<file path="config.mk">
export PLATFORM = sky130hd
export DESIGN_NAME = pc_flat
export DESIGN_NICKNAME = d
export VERILOG_FILES = /design/src/rtl/pc_pkg.sv /design/src/rtl/pc_if.sv /design/src/rtl/word_reg.sv /design/src/rtl/pc.sv /design/src/flat_wrapper.sv
export VERILOG_INCLUDE_DIRS = /design/src /design/src/rtl
export SDC_FILE = /design/constraint.sdc
export NUM_CORES = 1
export LEC_CHECK = 0
export ABC_AREA = 1
export CORE_MARGIN = 3
export CORE_UTILIZATION = 48
export DETAILED_ROUTE_END_ITERATION = 12
export MAX_ROUTING_LAYER = met4
export PLACE_DENSITY = 0.9
export SLEW_MARGIN = 10
export SYNTH_ARGS = -nofsm -noshare
export SYNTH_HDL_FRONTEND = slang
export SYNTH_SLANG_ARGS = --single-unit
</file>
<file path="constraint.sdc">
create_clock -name clk -period 2.1 [get_ports clk]
set_clock_uncertainty 0.15 [all_clocks]
set_input_delay 0.42 -clock clk [delete_from_list [all_inputs] [get_ports clk]]
set_output_delay 0.42 -clock clk [all_outputs]
set_load 0.01 [all_outputs]
</file>
<file path="src/rtl/hack_defs.sv">
// Shared Hack-platform constants: word width and the program counter reset value.
`ifndef HACK_DEFS_SV
`define HACK_DEFS_SV

`define HACK_WORD_W   16
`define HACK_PC_RESET 16'h0000

`endif // HACK_DEFS_SV

</file>
<file path="src/rtl/pc_pkg.sv">
// Program counter package: width/reset constants and next-value selection.
`include "hack_defs.sv"

package pc_pkg;

    localparam int unsigned PC_WIDTH = `HACK_WORD_W;
    localparam logic [15:0] PC_RESET_VALUE = `HACK_PC_RESET;

    // Source of the next counter value.
    typedef enum logic [1:0] {
        SelHold  = 2'd0,
        SelInc   = 2'd1,
        SelLoad  = 2'd2,
        SelClear = 2'd3
    } pc_sel_e;

    // Synchronous clear beats load, load beats increment, otherwise hold.
    function automatic pc_sel_e pc_select(input logic reset, input logic load,
                                          input logic inc);
        if (reset) begin
            return SelClear;
        end else if (load) begin
            return SelLoad;
        end else if (inc) begin
            return SelInc;
        end
        return SelHold;
    endfunction

endpackage

</file>
<file path="src/rtl/pc_if.sv">
// Control/data bundle between the CPU control path and the program counter.
interface pc_if #(
    parameter int unsigned WIDTH = 16
);
    logic [WIDTH-1:0] in;
    logic             load;
    logic             inc;
    logic             reset;
    logic [WIDTH-1:0] out;

    // Control path side: drives jump target and controls, observes the address.
    modport master (
        output in, load, inc, reset,
        input  out
    );

    // Program counter side.
    modport slave (
        input  in, load, inc, reset,
        output out
    );
endinterface

</file>
<file path="src/rtl/word_reg.sv">
// Word-wide register with load enable and asynchronous active-low reset.
// Also usable for the A and D registers.
module word_reg #(
    parameter int unsigned      WIDTH       = 16,
    parameter logic [WIDTH-1:0] RESET_VALUE = '0
) (
    input  logic             clk,
    input  logic             rst_n,
    input  logic             load,
    input  logic [WIDTH-1:0] d,
    output logic [WIDTH-1:0] q
);

    // Capture d on the rising edge when load is set; async reset to RESET_VALUE.
    always_ff @(posedge clk or negedge rst_n) begin
        if (!rst_n) begin
            q <= RESET_VALUE;
        end else if (load) begin
            q <= d;
        end
    end

endmodule

</file>
<file path="src/rtl/pc.sv">
// Hack CPU program counter: registered address with clear/load/increment/hold.
module pc
    import pc_pkg::*;
#(
    parameter int unsigned      WIDTH       = PC_WIDTH,
    parameter logic [WIDTH-1:0] RESET_VALUE = WIDTH'(PC_RESET_VALUE)
) (
    input  logic clk,
    input  logic rst_n,
    pc_if.slave  bus
);

    logic [WIDTH-1:0] cur_val;
    logic [WIDTH-1:0] inc_val;
    logic [WIDTH-1:0] next_val;
    pc_sel_e          sel;

    // Modulo 2^WIDTH incrementer; carry out is dropped on purpose.
    assign inc_val = cur_val + WIDTH'(1);

    // Next-value mux; hold is handled here so the register can load every cycle.
    always_comb begin
        next_val = cur_val;
        sel      = pc_select(bus.reset, bus.load, bus.inc);
        unique case (sel)
            SelClear: next_val = RESET_VALUE;
            SelLoad:  next_val = bus.in;
            SelInc:   next_val = inc_val;
            SelHold:  next_val = cur_val;
            default:  next_val = cur_val;
        endcase
    end

    word_reg #(
        .WIDTH       (WIDTH),
        .RESET_VALUE (RESET_VALUE)
    ) u_reg (
        .clk   (clk),
        .rst_n (rst_n),
        .load  (1'b1),
        .d     (next_val),
        .q     (cur_val)
    );

    assign bus.out = cur_val;

endmodule
</file>
<file path="src/flat_wrapper.sv">
// flat-port wrapper written by rule: the top's interface ports become plain ports
module pc_flat import pc_pkg::*;
#(
    parameter int unsigned      WIDTH       = PC_WIDTH,
    parameter logic [WIDTH-1:0] RESET_VALUE = WIDTH'(PC_RESET_VALUE)
)
  (clk, rst_n, bus_in, bus_load, bus_inc, bus_reset, bus_out);
  pc_if #(.WIDTH(WIDTH)) bus_i ();
  input  logic clk;
  input  logic rst_n;
  input wire logic [$bits(bus_i.in)-1:0] bus_in;
  input wire logic [$bits(bus_i.load)-1:0] bus_load;
  input wire logic [$bits(bus_i.inc)-1:0] bus_inc;
  input wire logic [$bits(bus_i.reset)-1:0] bus_reset;
  output wire logic [$bits(bus_i.out)-1:0] bus_out;
  assign bus_i.in = bus_in;
  assign bus_i.load = bus_load;
  assign bus_i.inc = bus_inc;
  assign bus_i.reset = bus_reset;
  assign bus_out = bus_i.out;
  pc #(.WIDTH(WIDTH), .RESET_VALUE(RESET_VALUE)) u_core (.clk(clk), .rst_n(rst_n), .bus(bus_i));
endmodule
</file>
==> flow_summary.toml <==
[synth]
syn_inst = 166
yosys.area_share.simple_pct = 47.2
yosys_warnings = 0
syn-mean-instance-area_um2 = 6.69
synthMuxAreaShare_pct = 0
synth_nets = 188
synthesis.area_mm2 = 0.00111
yosysSeqAreaShare_pct = 36.1
yosysUniqueCellTypes = 20
synth_compound_area_share_pct = 7.67
synth_xor_area_share_pct = 0
synth_top_family_by_area = "simple AND/OR/NAND/NOR gates"
synth-seq-cells = 16
synthAdderAreaFrac_pct = 1.13

[floorplan]
row_count = 16
num_io_pins = 37
die_w_um = 54.1
die-height_um = 54.1
core_region_area_mm2 = 0.00208
initial_core_util_pct = 53.3
fp.dieArea_mm2 = 0.00293

[routing]
via_per_inst = 5.34
ant_nets = 0
drt_iter0_drc = 47
drc = 0
via_count = 1250
first_pass_iters = 4
wl_per_cell_um = 12.9
routed_wl_mm = 3.02

[min_path]
hold_path.class = "input pin to asynchronous set/reset pin"

[sta]
min_period_over_period_pct = 93.3
period_minus_slack_ps = 1960
hold_viol = 0
finalWorstSetupSlack_ps = 141
drv_slew = 0
worst_slew_pin_slew_ps = 475
max_freq_mhz = 510
setup_viol = 0
fin_setup_tns_ps = 0
rsz0062_at_grt = "no"
slew_headroom_pct = 68.3

[final_layout]
reg_top3 = "u_core.u_reg.q x16"
syn2layout_area_growth_pct = 39.7
final_area_mm2 = 0.00155
finalNetCount = 230
largest_reg_flops = 16
layout-drive-gt1-share_pct = 10.1
n_antenna_cell = 0
regMostFlops = "u_core.u_reg.q"

[power_and_ir_drop]
leakage_uw = 0.000696
vdd_drop_max_v = 0.000344
p_per_area_mw_per_mm2 = 472

[clock_tree]
cts.repair.resized = 0
cts_tree = "done"
clk_latency_ps = 290
cts-htree-levels = 1
cts.path.max_buffers = 2
cts_sinks = 16
cts_buffers = 3
clkTransAtPathRegs_ps = 110
post-cts-setup-buffers = 0
cts_root_buf = "clkbuf_4"
ctsHoldBuffers = 0

[worst_setup_path]
crit_chain = "clkdlybuf4s50_1"
start_kind = "register"
worstSetupEndpoint = "bus_out[2]"
slowest_stage = "clkdlybuf4s50_1"
slowest_delay_ps = 600
worst-path-buf-inv = 1
rrSetupSlack_ps = 440
cp_top_family = "buffers and inverters"
reg2reg_from = "u_core.u_reg.q[0]"
setup.worst_path.start = "u_core.u_reg.q[2]"
cp.required_ps = 1530
cp_max_fo = 7
ff2ff_path_depth = 6
crit_type = "register to output port"
critical_path_depth = 1
worstReg2RegEnd = "u_core.u_reg.q[4]"
arrival_ps = 1390
cp-end-kind = "output port"

[grt]
track_usage_pct = 23.7
grt_max_degree = 17
grt_pass1_vias = 1162
antenna_found_initial = 0
grt_pass1_wl_mm = 4.91
grt_remaining_overflow = 0

[placement]
gp_routability_congestion = 0.924
numPortBuffers = 36
place_hpwl_mm = 2.28
dpl_cell_area_mm2 = 0.00151
dp_slack_ps = 170

[flow_run]
drv_cap = 0

[status]
status = "completed"
==> metrics by stage <==
| step | power (µW) | hold WS (ps) | cells | utilization, % |
|---|---|---|---|---|
| finish | 731 | 290 | 234 | 74.5 |
| global route | 772 | 307 | 234 | 74.5 |
| CTS | 735 | 296 | 234 | 74.5 |
| detailed placement | 522 | 400 | 230 | 72.7 |
| global placement | 516 | 393 | 230 | 72.7 |
| floorplan | 418 | -25.6 | 166 | - |
==> cell usage after synthesis, drive strengths merged <==
master | number | share of area, %
a21oi | 3 | 1.4
buf | 3 | 1.8
dfrtp | 16 | 36
ha | 1 | 1.1
inv | 18 | 6.1
nand2 | 58 | 21
nand3 | 33 | 15
nand4 | 2 | 1.1
nor2 | 17 | 7.3
nor3 | 1 | 1.5
o211ai | 4 | 2.7
o21ai | 5 | 2.3
o21bai | 2 | 1.4
or2 | 3 | 1.7
==> worst min-delay path by stage <==
stage | start | to | slack, ps | cells past startpoint
4_1_cts | rst_n | u_core.u_reg.q[0] | 300 | 2
3_5_place_dp | u_core.u_reg.q[15] | u_core.u_reg.q[15] | 400 | 2
5_1_grt | rst_n | u_core.u_reg.q[1] | 310 | 2
3_3_place_gp | u_core.u_reg.q[15] | u_core.u_reg.q[15] | 390 | 2
2_1_floorplan | rst_n | u_core.u_reg.q[0] | -30 | 0
6_report | rst_n | u_core.u_reg.q[9] | 290 | 2
==> layout by cell type, fill, tap and decap left out, types with 2 or more instances in the layout <==
| cell type | count |
|---|---|
| nand3_1 | 33 |
| or2_2 | 2 |
| nor2_1 | 12 |
| o21ai_1 | 3 |
| o21ai_0 | 2 |
| nand4_1 | 2 |
| clkbuf_4 | 3 |
| nor2_2 | 4 |
| o21bai_1 | 2 |
| a21oi_1 | 3 |
| nand2_1 | 53 |
| dfrtp_1 | 16 |
| buf_4 | 4 |
| clkdlybuf4s50_1 | 36 |
| inv_1 | 18 |
| o211ai_1 | 4 |
| nand2_2 | 5 |
==> final cells by class <==
type	count	area, µm²
Tap cell	27	33.8
Multi-Input combinational cell	129	622
Clock buffer	4	36.3
Fill cell	169	532
Sequential cell	16	400
Timing Repair Buffer	40	390
Inverter	18	67.6
==> per-layer routing <==
metal | up-vias | part of all wire [%] | track usage, %
met4 | 0 | 0.86 | 8.71
met3 | 5 | 7.9 | 2.77
met5 | - | 0 | -
met1 | 572 | 42 | 29.5
li1 | 616 | - | -
met2 | 57 | 50 | 39.3
==> cell families after synthesis <==
logic type,count (synthesis)
AOI/OAI and AO/OA,14
adders and majority gates,1
buffers and inverters,21
DFF,16
and+or+nand+nor,114
==> where the power goes <==
group / switching (µW) / internal, µW
combinational: 68.3 / 89.8
clock: 108 / 106
sequential: 32.5 / 327
total: 209 / 522
No activity file was read; power rests on OpenSTA's default activity.
